File: config.mk
export PLATFORM = sky130hd
export DESIGN_NAME = simd_proc_n_flat
export DESIGN_NICKNAME = d
export VERILOG_FILES = /design/src/rtl/simd_proc_n_if.sv /design/src/rtl/simd_proc_n.sv /design/src/flat_wrapper.sv
export SDC_FILE = /design/constraint.sdc
export NUM_CORES = 2
export LEC_CHECK = 0
export CAP_MARGIN = 10
export CORE_ASPECT_RATIO = 1.1
export CORE_MARGIN = 2
export CORE_UTILIZATION = 54
export DETAILED_ROUTE_END_ITERATION = 8
export HOLD_SLACK_MARGIN = 0.15
export PLACE_DENSITY = 0.81
export SYNTH_ARGS = -nofsm -noshare
export SYNTH_HDL_FRONTEND = slang
export SYNTH_SLANG_ARGS = --single-unit
File: constraint.sdc
create_clock -name i_clk -period 12.1 [get_ports i_clk]
set_input_delay 1.815 -clock i_clk [delete_from_list [all_inputs] [get_ports i_clk]]
set_output_delay 1.815 -clock i_clk [all_outputs]
set_load 0.02 [all_outputs]
File: src/rtl/simd_proc_n_if.sv
// simd_proc_n_if: command descriptor and shared-memory port bundle.
// master = issuer/arbiter side, slave = processing element side.
interface simd_proc_n_if #(
    parameter int LANES  = 5,
    parameter int USIZE  = 16,
    parameter int ADDR_W = 16,
    parameter int CNT_W  = 16
);
    localparam int BUS_W = LANES * USIZE;
    localparam int SZ_W  = $clog2(LANES + 1);

    logic              i_cmd_valid;
    logic              o_cmd_ready;
    logic [1:0]        i_cmd_op;
    logic [ADDR_W-1:0] i_cmd_src_a;
    logic [ADDR_W-1:0] i_cmd_src_b;
    logic [ADDR_W-1:0] i_cmd_dst;
    logic [CNT_W-1:0]  i_cmd_count;

    logic [ADDR_W-1:0] o_addr;
    logic              o_req_rd;
    logic              i_grant_rd;
    logic [BUS_W-1:0]  i_data;
    logic              o_req_wr;
    logic              i_grant_wr;
    logic              o_wr_en;
    logic [SZ_W-1:0]   o_wr_size;
    logic [BUS_W-1:0]  o_data;

    logic              o_busy;
    logic              o_finish;
    logic              i_ack;

    modport master (
        output i_cmd_valid, i_cmd_op, i_cmd_src_a, i_cmd_src_b,
        output i_cmd_dst, i_cmd_count,
        output i_grant_rd, i_data, i_grant_wr, i_ack,
        input  o_cmd_ready, o_addr, o_req_rd, o_req_wr, o_wr_en,
        input  o_wr_size, o_data, o_busy, o_finish
    );

    modport slave (
        input  i_cmd_valid, i_cmd_op, i_cmd_src_a, i_cmd_src_b,
        input  i_cmd_dst, i_cmd_count,
        input  i_grant_rd, i_data, i_grant_wr, i_ack,
        output o_cmd_ready, o_addr, o_req_rd, o_req_wr, o_wr_en,
        output o_wr_size, o_data, o_busy, o_finish
    );
endinterface

File: src/rtl/simd_proc_n.sv
// simd_proc_n: LANES-wide SIMD element streaming A op B from shared memory.
// Define SIMD_PROC_SAT_EN for saturating ADD/SUB/MUL (MAX unaffected).
module simd_proc_n #(
    parameter int LANES  = 5,
    parameter int USIZE  = 16,
    parameter int ADDR_W = 16,
    parameter int CNT_W  = 16
) (
    input  logic         i_clk,
    input  logic         i_rst,
    simd_proc_n_if.slave bus
);
    localparam int BUS_W = LANES * USIZE;
    localparam int SZ_W  = $clog2(LANES + 1);

    localparam logic [1:0] OP_ADD = 2'd0;
    localparam logic [1:0] OP_SUB = 2'd1;
    localparam logic [1:0] OP_MUL = 2'd2;
    localparam logic [1:0] OP_MAX = 2'd3;

    localparam logic [CNT_W-1:0]  LANES_C = CNT_W'(LANES);
    localparam logic [ADDR_W-1:0] LANES_A = ADDR_W'(LANES);
    localparam logic [SZ_W-1:0]   LANES_S = SZ_W'(LANES);

    typedef enum logic [2:0] {
        S_IDLE,
        S_FETCH_A,
        S_FETCH_B,
        S_EXEC,
        S_WRITE,
        S_DONE
    } state_t;

    state_t            state_q,   state_d;
    logic [ADDR_W-1:0] addr_a_q,  addr_a_d;
    logic [ADDR_W-1:0] addr_b_q,  addr_b_d;
    logic [ADDR_W-1:0] wr_addr_q, wr_addr_d;
    logic [1:0]        op_q,      op_d;
    logic [CNT_W-1:0]  cnt_q,     cnt_d;
    logic [BUS_W-1:0]  reg_a_q,   reg_a_d;
    logic [BUS_W-1:0]  reg_b_q,   reg_b_d;
    logic [BUS_W-1:0]  res_q,     res_d;

    logic [BUS_W-1:0]  alu_res;
    logic [SZ_W-1:0]   wr_size;

    // Exact signed result in double width, then wrap or clamp to USIZE.
    function automatic logic [USIZE-1:0] lane_op(
        input logic [1:0]       op,
        input logic [USIZE-1:0] a,
        input logic [USIZE-1:0] b
    );
        logic signed [2*USIZE-1:0] wa;
        logic signed [2*USIZE-1:0] wb;
        logic signed [2*USIZE-1:0] r;
`ifdef SIMD_PROC_SAT_EN
        logic signed [2*USIZE-1:0] lo;
        logic signed [2*USIZE-1:0] hi;
`endif
        wa = {{USIZE{a[USIZE-1]}}, a};
        wb = {{USIZE{b[USIZE-1]}}, b};
        unique case (op)
            OP_ADD:  r = wa + wb;
            OP_SUB:  r = wa - wb;
            OP_MUL:  r = wa * wb;
            default: r = (wa > wb) ? wa : wb;
        endcase
`ifdef SIMD_PROC_SAT_EN
        lo = {2*USIZE{1'b1}} << (USIZE - 1);
        hi = ~lo;
        if (op != OP_MAX) begin
            if (r > hi) begin
                r = hi;
            end else if (r < lo) begin
                r = lo;
            end
        end
`endif
        return r[USIZE-1:0];
    endfunction

    // Lane-wise ALU on the two fetched operand vectors.
    always_comb begin
        alu_res = '0;
        for (int l = 0; l < LANES; l++) begin
            alu_res[l*USIZE +: USIZE] = lane_op(
                op_q,
                reg_a_q[l*USIZE +: USIZE],
                reg_b_q[l*USIZE +: USIZE]
            );
        end
    end

    // Next-state and datapath register updates.
    always_comb begin
        state_d   = state_q;
        addr_a_d  = addr_a_q;
        addr_b_d  = addr_b_q;
        wr_addr_d = wr_addr_q;
        op_d      = op_q;
        cnt_d     = cnt_q;
        reg_a_d   = reg_a_q;
        reg_b_d   = reg_b_q;
        res_d     = res_q;
        unique case (state_q)
            S_IDLE: begin
                if (bus.i_cmd_valid) begin
                    addr_a_d  = bus.i_cmd_src_a;
                    addr_b_d  = bus.i_cmd_src_b;
                    wr_addr_d = bus.i_cmd_dst;
                    op_d      = bus.i_cmd_op;
                    cnt_d     = bus.i_cmd_count;
                    if (bus.i_cmd_count == '0) begin
                        state_d = S_DONE;
                    end else begin
                        state_d = S_FETCH_A;
                    end
                end
            end
            S_FETCH_A: begin
                if (bus.i_grant_rd) begin
                    reg_a_d = bus.i_data;
                    state_d = S_FETCH_B;
                end
            end
            S_FETCH_B: begin
                if (bus.i_grant_rd) begin
                    reg_b_d = bus.i_data;
                    state_d = S_EXEC;
                end
            end
            S_EXEC: begin
                res_d   = alu_res;
                state_d = S_WRITE;
            end
            S_WRITE: begin
                if (bus.i_grant_wr) begin
                    addr_a_d  = addr_a_q + LANES_A;
                    addr_b_d  = addr_b_q + LANES_A;
                    wr_addr_d = wr_addr_q + LANES_A;
                    if (cnt_q <= LANES_C) begin
                        state_d = S_DONE;
                    end else begin
                        cnt_d   = cnt_q - LANES_C;
                        state_d = S_FETCH_A;
                    end
                end
            end
            S_DONE: begin
                if (bus.i_ack) begin
                    state_d = S_IDLE;
                end
            end
            default: state_d = S_IDLE;
        endcase
    end

    // State and datapath registers.
    always_ff @(posedge i_clk or posedge i_rst) begin
        if (i_rst) begin
            state_q   <= S_IDLE;
            addr_a_q  <= '0;
            addr_b_q  <= '0;
            wr_addr_q <= '0;
            op_q      <= '0;
            cnt_q     <= '0;
            reg_a_q   <= '0;
            reg_b_q   <= '0;
            res_q     <= '0;
        end else begin
            state_q   <= state_d;
            addr_a_q  <= addr_a_d;
            addr_b_q  <= addr_b_d;
            wr_addr_q <= wr_addr_d;
            op_q      <= op_d;
            cnt_q     <= cnt_d;
            reg_a_q   <= reg_a_d;
            reg_b_q   <= reg_b_d;
            res_q     <= res_d;
        end
    end

    // Write size: remaining count capped at LANES, zero outside WRITE.
    always_comb begin
        wr_size = '0;
        if (state_q == S_WRITE) begin
            if (cnt_q <= LANES_C) begin
                wr_size = SZ_W'(cnt_q);
            end else begin
                wr_size = LANES_S;
            end
        end
    end

    // Port outputs decoded from state; unused write lanes forced to zero.
    always_comb begin
        bus.o_cmd_ready = (state_q == S_IDLE);
        bus.o_busy      = (state_q != S_IDLE);
        bus.o_finish    = (state_q == S_DONE);
        bus.o_req_rd    = (state_q == S_FETCH_A) || (state_q == S_FETCH_B);
        bus.o_req_wr    = (state_q == S_WRITE);
        bus.o_wr_en     = (state_q == S_WRITE) && bus.i_grant_wr;
        bus.o_wr_size   = wr_size;
        bus.o_addr      = wr_addr_q;
        if (state_q == S_FETCH_A) begin
            bus.o_addr = addr_a_q;
        end else if (state_q == S_FETCH_B) begin
            bus.o_addr = addr_b_q;
        end
        bus.o_data = '0;
        for (int l = 0; l < LANES; l++) begin
            if (SZ_W'(l) < wr_size) begin
                bus.o_data[l*USIZE +: USIZE] = res_q[l*USIZE +: USIZE];
            end
        end
    end

endmodule

File: src/flat_wrapper.sv
// flat-port wrapper written by rule: the top's interface ports become plain ports
module simd_proc_n_flat 
#(
    parameter int LANES  = 5,
    parameter int USIZE  = 16,
    parameter int ADDR_W = 16,
    parameter int CNT_W  = 16
)
  (i_clk, i_rst, bus_i_cmd_valid, bus_i_cmd_op, bus_i_cmd_src_a, bus_i_cmd_src_b, bus_i_cmd_dst, bus_i_cmd_count, bus_i_grant_rd, bus_i_data, bus_i_grant_wr, bus_i_ack, bus_o_cmd_ready, bus_o_addr, bus_o_req_rd, bus_o_req_wr, bus_o_wr_en, bus_o_wr_size, bus_o_data, bus_o_busy, bus_o_finish);
  simd_proc_n_if #(.LANES(LANES), .USIZE(USIZE), .ADDR_W(ADDR_W), .CNT_W(CNT_W)) bus_i ();
  input  logic i_clk;
  input  logic i_rst;
  input wire logic [$bits(bus_i.i_cmd_valid)-1:0] bus_i_cmd_valid;
  input wire logic [$bits(bus_i.i_cmd_op)-1:0] bus_i_cmd_op;
  input wire logic [$bits(bus_i.i_cmd_src_a)-1:0] bus_i_cmd_src_a;
  input wire logic [$bits(bus_i.i_cmd_src_b)-1:0] bus_i_cmd_src_b;
  input wire logic [$bits(bus_i.i_cmd_dst)-1:0] bus_i_cmd_dst;
  input wire logic [$bits(bus_i.i_cmd_count)-1:0] bus_i_cmd_count;
  input wire logic [$bits(bus_i.i_grant_rd)-1:0] bus_i_grant_rd;
  input wire logic [$bits(bus_i.i_data)-1:0] bus_i_data;
  input wire logic [$bits(bus_i.i_grant_wr)-1:0] bus_i_grant_wr;
  input wire logic [$bits(bus_i.i_ack)-1:0] bus_i_ack;
  output wire logic [$bits(bus_i.o_cmd_ready)-1:0] bus_o_cmd_ready;
  output wire logic [$bits(bus_i.o_addr)-1:0] bus_o_addr;
  output wire logic [$bits(bus_i.o_req_rd)-1:0] bus_o_req_rd;
  output wire logic [$bits(bus_i.o_req_wr)-1:0] bus_o_req_wr;
  output wire logic [$bits(bus_i.o_wr_en)-1:0] bus_o_wr_en;
  output wire logic [$bits(bus_i.o_wr_size)-1:0] bus_o_wr_size;
  output wire logic [$bits(bus_i.o_data)-1:0] bus_o_data;
  output wire logic [$bits(bus_i.o_busy)-1:0] bus_o_busy;
  output wire logic [$bits(bus_i.o_finish)-1:0] bus_o_finish;
  assign bus_i.i_cmd_valid = bus_i_cmd_valid;
  assign bus_i.i_cmd_op = bus_i_cmd_op;
  assign bus_i.i_cmd_src_a = bus_i_cmd_src_a;
  assign bus_i.i_cmd_src_b = bus_i_cmd_src_b;
  assign bus_i.i_cmd_dst = bus_i_cmd_dst;
  assign bus_i.i_cmd_count = bus_i_cmd_count;
  assign bus_i.i_grant_rd = bus_i_grant_rd;
  assign bus_i.i_data = bus_i_data;
  assign bus_i.i_grant_wr = bus_i_grant_wr;
  assign bus_i.i_ack = bus_i_ack;
  assign bus_o_cmd_ready = bus_i.o_cmd_ready;
  assign bus_o_addr = bus_i.o_addr;
  assign bus_o_req_rd = bus_i.o_req_rd;
  assign bus_o_req_wr = bus_i.o_req_wr;
  assign bus_o_wr_en = bus_i.o_wr_en;
  assign bus_o_wr_size = bus_i.o_wr_size;
  assign bus_o_data = bus_i.o_data;
  assign bus_o_busy = bus_i.o_busy;
  assign bus_o_finish = bus_i.o_finish;
  simd_proc_n #(.LANES(LANES), .USIZE(USIZE), .ADDR_W(ADDR_W), .CNT_W(CNT_W)) u_core (.i_clk(i_clk), .i_rst(i_rst), .bus(bus_i));
endmodule
After elaboration in Yosys (flattened, before gate mapping)
Index checks and enable logic that the tools add are counted.
- register bits: 309
- word-level logic and storage cells: 105
- reduce and logical (&&, ||, !) cells: 13
- $add $sub $neg: 14
- multiplexer cells: 40
- order comparisons: 11
- equal/unequal tests: 13
- multiply operators: 5
- operators with widths (operator ; count):
    two-way mux 16 bit ; 21
    one-hot mux 16 bit (3 select lines) ; 5
    one-hot mux 16 bit (2 select lines) ; 4
    adder 16 bit ; 5
    greater-than comparator 16 bit ; 5
    multiplier 16 x 16 -> 16 bit ; 5
    subtractor 16 bit ; 5
    adder 16 x 3 -> 16 bit, second input constant ; 3
    two-way mux 3 bit ; 9
    one-hot mux 3 bit (6 select lines) ; 1
    less-or-equal comparator 16 x 3 -> 1 bit, second input constant ; 1
    zero test 16 bit ; 1
    subtractor 16 x 3 -> 16 bit, second input constant ; 1
    inequality test 2 bit, second input constant ; 6
    == test 3 x 2 -> 1 bit, second input constant ; 2
    == test 3 bit, second input constant ; 2
    less-than comparator 1 x 3 -> 1 bit, first input constant ; 2
    less-than comparator 2 x 3 -> 1 bit, first input constant ; 2
    AND reduction 2 bit ; 3
    AND reduction 5 bit ; 1
    AND reduction 4 bit ; 1
    == test 3 x 1 -> 1 bit, second input constant ; 1
    zero test 3 bit ; 1
    less-than comparator 3 bit, first input constant ; 1
    other kinds (8) ; 8

Longest topological paths before layout
- depth in word-level cells: 5
- mapped depth: 25
- mapped depth without buffers: 24

Worst setup path before layout
OpenSTA, ideal clock, no wires.
- kind: reg-to-reg
- start point: reg u_core.reg_b_q[49]
- end point: reg u_core.res_q[62]
- cell stages (with the launch flop): 20
- library setup time: 0.066 ns
- slack: 6.203 ns
- clock period less this slack: 5.897 ns
- buffers on the path: 1
- arrival: 5.831 ns
- cell sequence: dfrtp_1 clkbuf_1 nand2_1 fa_1 fa_1 fa_1 fa_1 inv_1 fa_1 inv_1 fa_1 inv_1 ha_1 a21o_1 or4_1 a31o_2 a21oi_1 mux2_2 a211oi_1 a221o_1
- word-level cells in the longest chain between the ends: 3
- ends and longest elaborated chain (element ; RTL line ; text):
    start: declaration ; simd_proc_n.sv:41 ; logic [BUS_W-1:0] reg_b_q, reg_b_d;
    start signal: assignment ; simd_proc_n.sv:178 ; reg_b_q <= reg_b_d;
    branches (longest 2 deep; another with multiplier 16 x 16 -> 16 bit) ; - ;
    one-hot mux 16 bit (3 select lines) (*) ; simd_proc_n.sv:62 ; unique case (op)
    end signal: assignment ; simd_proc_n.sv:179 ; res_q <= res_d;
    end: declaration ; simd_proc_n.sv:42 ; logic [BUS_W-1:0] res_q, res_d;
Mark *: on every way between the ends.
A chain may end at the register's enable or synchronous reset.

Worst setup path after layout
Ends and elaborated chain as after synthesis.

==> impl_results.html <==
<table>
<tr><th>Metric</th><th>Value</th></tr>
<tr><th colspan="2">Synthesis</th></tr>
<tr><td>Dominant synthesized flop cell</td><td>sky130_fd_sc_hd__dfrtp_1</td></tr>
<tr><td>Largest cells by area after synthesis</td><td>sky130_fd_sc_hd__fa_1 (19%), sky130_fd_sc_hd__dfrtp_1 (18%), sky130_fd_sc_hd__ha_1 (13%)</td></tr>
<tr><td>Proportion of synthesized flip-flops having asynchronous set or reset</td><td>1.00</td></tr>
<tr><td>Area share of the leading cell type in the synthesized netlist</td><td>0.186</td></tr>
<tr><td>Portion of the post-synthesis area used by sequential elements</td><td>0.178</td></tr>
<tr><td>Yosys top cell by area</td><td>sky130_fd_sc_hd__fa_1</td></tr>
<tr><td>EDFF count, synth</td><td>0</td></tr>
<tr><td>Synthesized instance count</td><td>around 5200</td></tr>
<tr><td>Mean Syn Cell Area</td><td>just over 8 um2</td></tr>
<tr><td>Number of library cell types mapped by synthesis</td><td>87</td></tr>
<tr><td>Synth warnings</td><td>0</td></tr>
<tr><td>#FFs+latches synth</td><td>between 300 and 400</td></tr>
<tr><td>Post-Synthesis Net Count</td><td>around 6300</td></tr>
<tr><td>Total standard cell area after synthesis</td><td>43500 um2</td></tr>
<tr><th colspan="2">Drt</th></tr>
<tr><td>Antenna viol nets, final</td><td>0</td></tr>
<tr><td>Average wire per standard cell</td><td>20.9 um</td></tr>
<tr><td>Violation count after the first detailed-route iteration</td><td>between 3000 and 4000</td></tr>
<tr><td>DR top layer</td><td>met5</td></tr>
<tr><td>Drt total wl</td><td>~130000 um</td></tr>
<tr><td>First-pass detailed-route iteration total</td><td>5</td></tr>
<tr><td>Wire length on met3</td><td>approximately 13000 um</td></tr>
<tr><td>Number of vias after detailed routing</td><td>approximately 38000</td></tr>
<tr><td>DRC violation count after routing</td><td>0</td></tr>
<tr><td>Detailed-routing wirelength on met1</td><td>53600 um</td></tr>
<tr><td>Met2 WL</td><td>slightly above 60000 um</td></tr>
<tr><td>Number of vias per cell after detailed routing</td><td>between 5 and 6</td></tr>
<tr><th colspan="2">STA</th></tr>
<tr><td>Largest clock skew in the final design</td><td>approximately 0.019 ns</td></tr>
<tr><td>Actual slew at the worst max-slew pin</td><td>1.18 ns</td></tr>
<tr><td>Peak Freq</td><td>between 150 and 200 MHz</td></tr>
<tr><td>Time the final worst path needs with I/O delays and setup</td><td>6.25 ns</td></tr>
<tr><td>Headroom to the max-slew limit</td><td>0.213</td></tr>
<tr><td>Period utilisation layout</td><td>0.516</td></tr>
<tr><td>Setup repair after global routing missed its margin</td><td>false</td></tr>
<tr><td>Setup tns final</td><td>0 ns</td></tr>
<tr><td>Endpoints failing setup</td><td>0</td></tr>
<tr><td>Endpoints failing hold</td><td>0</td></tr>
<tr><td>Number of max-slew violations in the final report</td><td>0</td></tr>
<tr><th colspan="2">Die</th></tr>
<tr><td>Overall die width</td><td>approximately 270 um</td></tr>
<tr><td>Floorplan core area</td><td>~80000 um2</td></tr>
<tr><td>Starting utilization of the core area</td><td>0.544</td></tr>
<tr><td>Boundary Pins</td><td>approximately 260</td></tr>
<tr><td>Die height</td><td>approximately 300 um</td></tr>
<tr><td>Standard-cell rows</td><td>around 110</td></tr>
<tr><td>Die Area</td><td>approximately 83000 um2</td></tr>
<tr><th colspan="2">Setup path</th></tr>
<tr><td>Worst Setup Path Type</td><td>flip-flop to flip-flop</td></tr>
<tr><td>Maximum fanout count along the critical path</td><td>17</td></tr>
<tr><td>Sort of element at the end of the critical path</td><td>flip-flop</td></tr>
<tr><td>Nature of the critical path startpoint</td><td>flip-flop</td></tr>
<tr><td>Arrival time of the worst setup path</td><td>about 6.8 ns</td></tr>
<tr><td>R2r worst-path depth</td><td>18</td></tr>
<tr><td>Critical path data required time</td><td>around 13 ns</td></tr>
<tr><th colspan="2">Cells and area</th></tr>
<tr><td>Design area</td><td>47900 um2</td></tr>
<tr><td>Share of cells above drive strength 1</td><td>0.0489</td></tr>
<tr><td>Most common cell after layout, fill and taps aside</td><td>sky130_fd_sc_hd__inv_1</td></tr>
<tr><td>Area growth, synth to finish</td><td>10.0%</td></tr>
<tr><td>Commonest cells after routing, fill and taps aside</td><td>sky130_fd_sc_hd__inv_1 (786), sky130_fd_sc_hd__nand2_1 (634), sky130_fd_sc_hd__ha_1 (465)</td></tr>
<tr><td># fillers</td><td>roughly 7000</td></tr>
<tr><td>Fin nets</td><td>around 6300</td></tr>
<tr><th colspan="2">Place</th></tr>
<tr><td>Buffers on Ports</td><td>between 200 and 300</td></tr>
<tr><td>Placed cell area</td><td>46500 um2</td></tr>
<tr><td>Routability congestion estimate from global placement</td><td>around 0.98</td></tr>
<tr><td>Estimated wirelength of the detail-placed design</td><td>roughly 100000 um</td></tr>
<tr><th colspan="2">GRT</th></tr>
<tr><td>Via count of the first global-routing pass</td><td>37602</td></tr>
<tr><td>GRT overflow</td><td>0</td></tr>
<tr><td>First-pass GRT wire length</td><td>209000 um</td></tr>
<tr><td>Pin count of the biggest net entering global routing</td><td>roughly 160</td></tr>
<tr><td>Total routing resource utilization after global routing</td><td>0.321</td></tr>
<tr><td>Antenna violations before repair</td><td>6</td></tr>
<tr><th colspan="2">Clocking</th></tr>
<tr><td>Buffers inserted during post-CTS setup optimization</td><td>0</td></tr>
<tr><td>Number of instances resized during post-cts repair</td><td>0</td></tr>
<tr><td>Clock insertion delay at the later pin of the skew report</td><td>0.59 ns</td></tr>
<tr><td>Maximum buffer depth of the clock tree</td><td>3</td></tr>
<tr><td>Hold-fix buffer count after cts</td><td>0</td></tr>
<tr><td>CTS root buffer</td><td>sky130_fd_sc_hd__clkbuf_16</td></tr>
<tr><td>Num CTS Buffers</td><td>40</td></tr>
<tr><td>Clock slew at reported path FFs</td><td>about 0.07 ns</td></tr>
<tr><td>Clock Sink Count</td><td>roughly 310</td></tr>
<tr><td>Total number of H-tree levels</td><td>2</td></tr>
<tr><td>Clock tree from TritonCTS</td><td>built</td></tr>
<tr><th colspan="2">Hold path</th></tr>
<tr><td>Hold Path Cell Cnt</td><td>2</td></tr>
<tr><td>Class of the tightest hold or removal check</td><td>flip-flop to flip-flop</td></tr>
<tr><th colspan="2">Run</th></tr>
<tr><td>Max cap viols</td><td>0</td></tr>
<tr><th colspan="2">Status</th></tr>
<tr><td>Result of the run</td><td>completed</td></tr>
</table>
[synth_stat cells (all sizes together), types with 7 or more instances]
library cell and count:
nor2 298, o21ai 336, mux4 7, nand3 34
mux2 110, a31oi 31, nor2b 50, a211oi 39
nand2b 35, o22a 8, o221ai 12, nor3b 8
or2 11, nor4 11, a31o 7, o22ai 40
or3 12, a21o 50, o21bai 19, o31a 13
buf 48, inv 789, nor3 66, a221oi 18
nand4 16, xnor2 203, xor2 75, o211ai 25
fa 405, dfrtp 309, a21oi 284, mux2i 63
o31ai 22, and3 40, and2 292, ha 465
clkbuf 239, nand2 635, a22oi 11, o21a 24
[layout make-up]
cell class              count  area, um2  area share
diodes                      1       2.50   0.0000523
clock buffers              50       1120      0.0234
clock inverters            20        211     0.00442
inverters                 791       2980      0.0622
multi-input cells        3858      31700       0.663
flip-flops and latches    309       7740       0.162
well taps                1054       1320      0.0275
repair buffers            284       2790      0.0582
[cell families after synthesis]
family	after synthesis	share of synthesized area
AO/OA/AOI/OAI	1009	0.142
XOR/XNOR	278	0.0560
adder cells (fa/ha/maj)	870	0.320
buffers and inverters	1078	0.0943
flip-flops	309	0.178
multiplexers	180	0.0467
AND/OR/NAND/NOR	1521	0.163
[worst max-delay path: stages, from the launching register on]
cell	delay (ns)
sky130_fd_sc_hd__dfrtp_1	0.77
sky130_fd_sc_hd__nand2_1	0.17
sky130_fd_sc_hd__fa_1	0.53
sky130_fd_sc_hd__fa_1	0.57
sky130_fd_sc_hd__fa_1	0.46
sky130_fd_sc_hd__fa_1	0.54
sky130_fd_sc_hd__inv_1	0.05
sky130_fd_sc_hd__fa_1	0.47
sky130_fd_sc_hd__inv_1	0.05
sky130_fd_sc_hd__fa_1	0.48
sky130_fd_sc_hd__inv_1	0.04
sky130_fd_sc_hd__ha_1	0.34
sky130_fd_sc_hd__a21o_1	0.19
sky130_fd_sc_hd__or4_1	0.42
sky130_fd_sc_hd__a31o_2	0.24
sky130_fd_sc_hd__a21oi_1	0.16
sky130_fd_sc_hd__mux2_2	0.34
sky130_fd_sc_hd__a211oi_1	0.22
sky130_fd_sc_hd__a221o_1	0.14
[per-stage QoR]
step	utilization	cells	hold WS [ns]	setup slack (ns)
6_report	0.598	6367	0.474	5.85
4_1_cts	0.598	6366	0.476	5.90
2_1_floorplan	-	5245	0.437	1.74
3_3_place_gp	0.581	6296	0.456	5.98
5_1_grt	0.598	6366	0.499	5.52
3_5_place_dp	0.581	6296	0.463	5.92
[per-layer routing]
metal | GRT usage | up-vias
met1 | 0.428 | 18399
li1 | - | 17105
met3 | 0.0610 | 379
met5 | 0 | -
met2 | 0.510 | 1903
met4 | 0.140 | 2
[worst paths after layout]
kind                            slack, ns               start                   to
worst max-delay path                 5.85  u_core.reg_b_q[49]     u_core.res_q[62]
worst min-delay path                 0.47     u_core.res_q[6]      u_core.res_q[6]
worst max register to register       5.85  u_core.reg_b_q[49]     u_core.res_q[62]
worst min register to register       0.47     u_core.res_q[6]      u_core.res_q[6]
max in group asynchronous            8.96               i_rst       u_core.op_q[0]
min in group asynchronous            1.72               i_rst  u_core.addr_b_q[10]
[sequential cells by signal, indices dropped and copies added (netlist names)]
signal            count
u_core.reg_a_q       80
u_core.reg_b_q       80
u_core.res_q         80
u_core.addr_b_q      16
u_core.op_q           2
u_core.wr_addr_q     16
u_core.cnt_q         16
u_core.addr_a_q      16
u_core.state_q        3
Power is not shown: default switching activity piles up to over one toggle a cycle in this logic, so the estimate is an artifact.
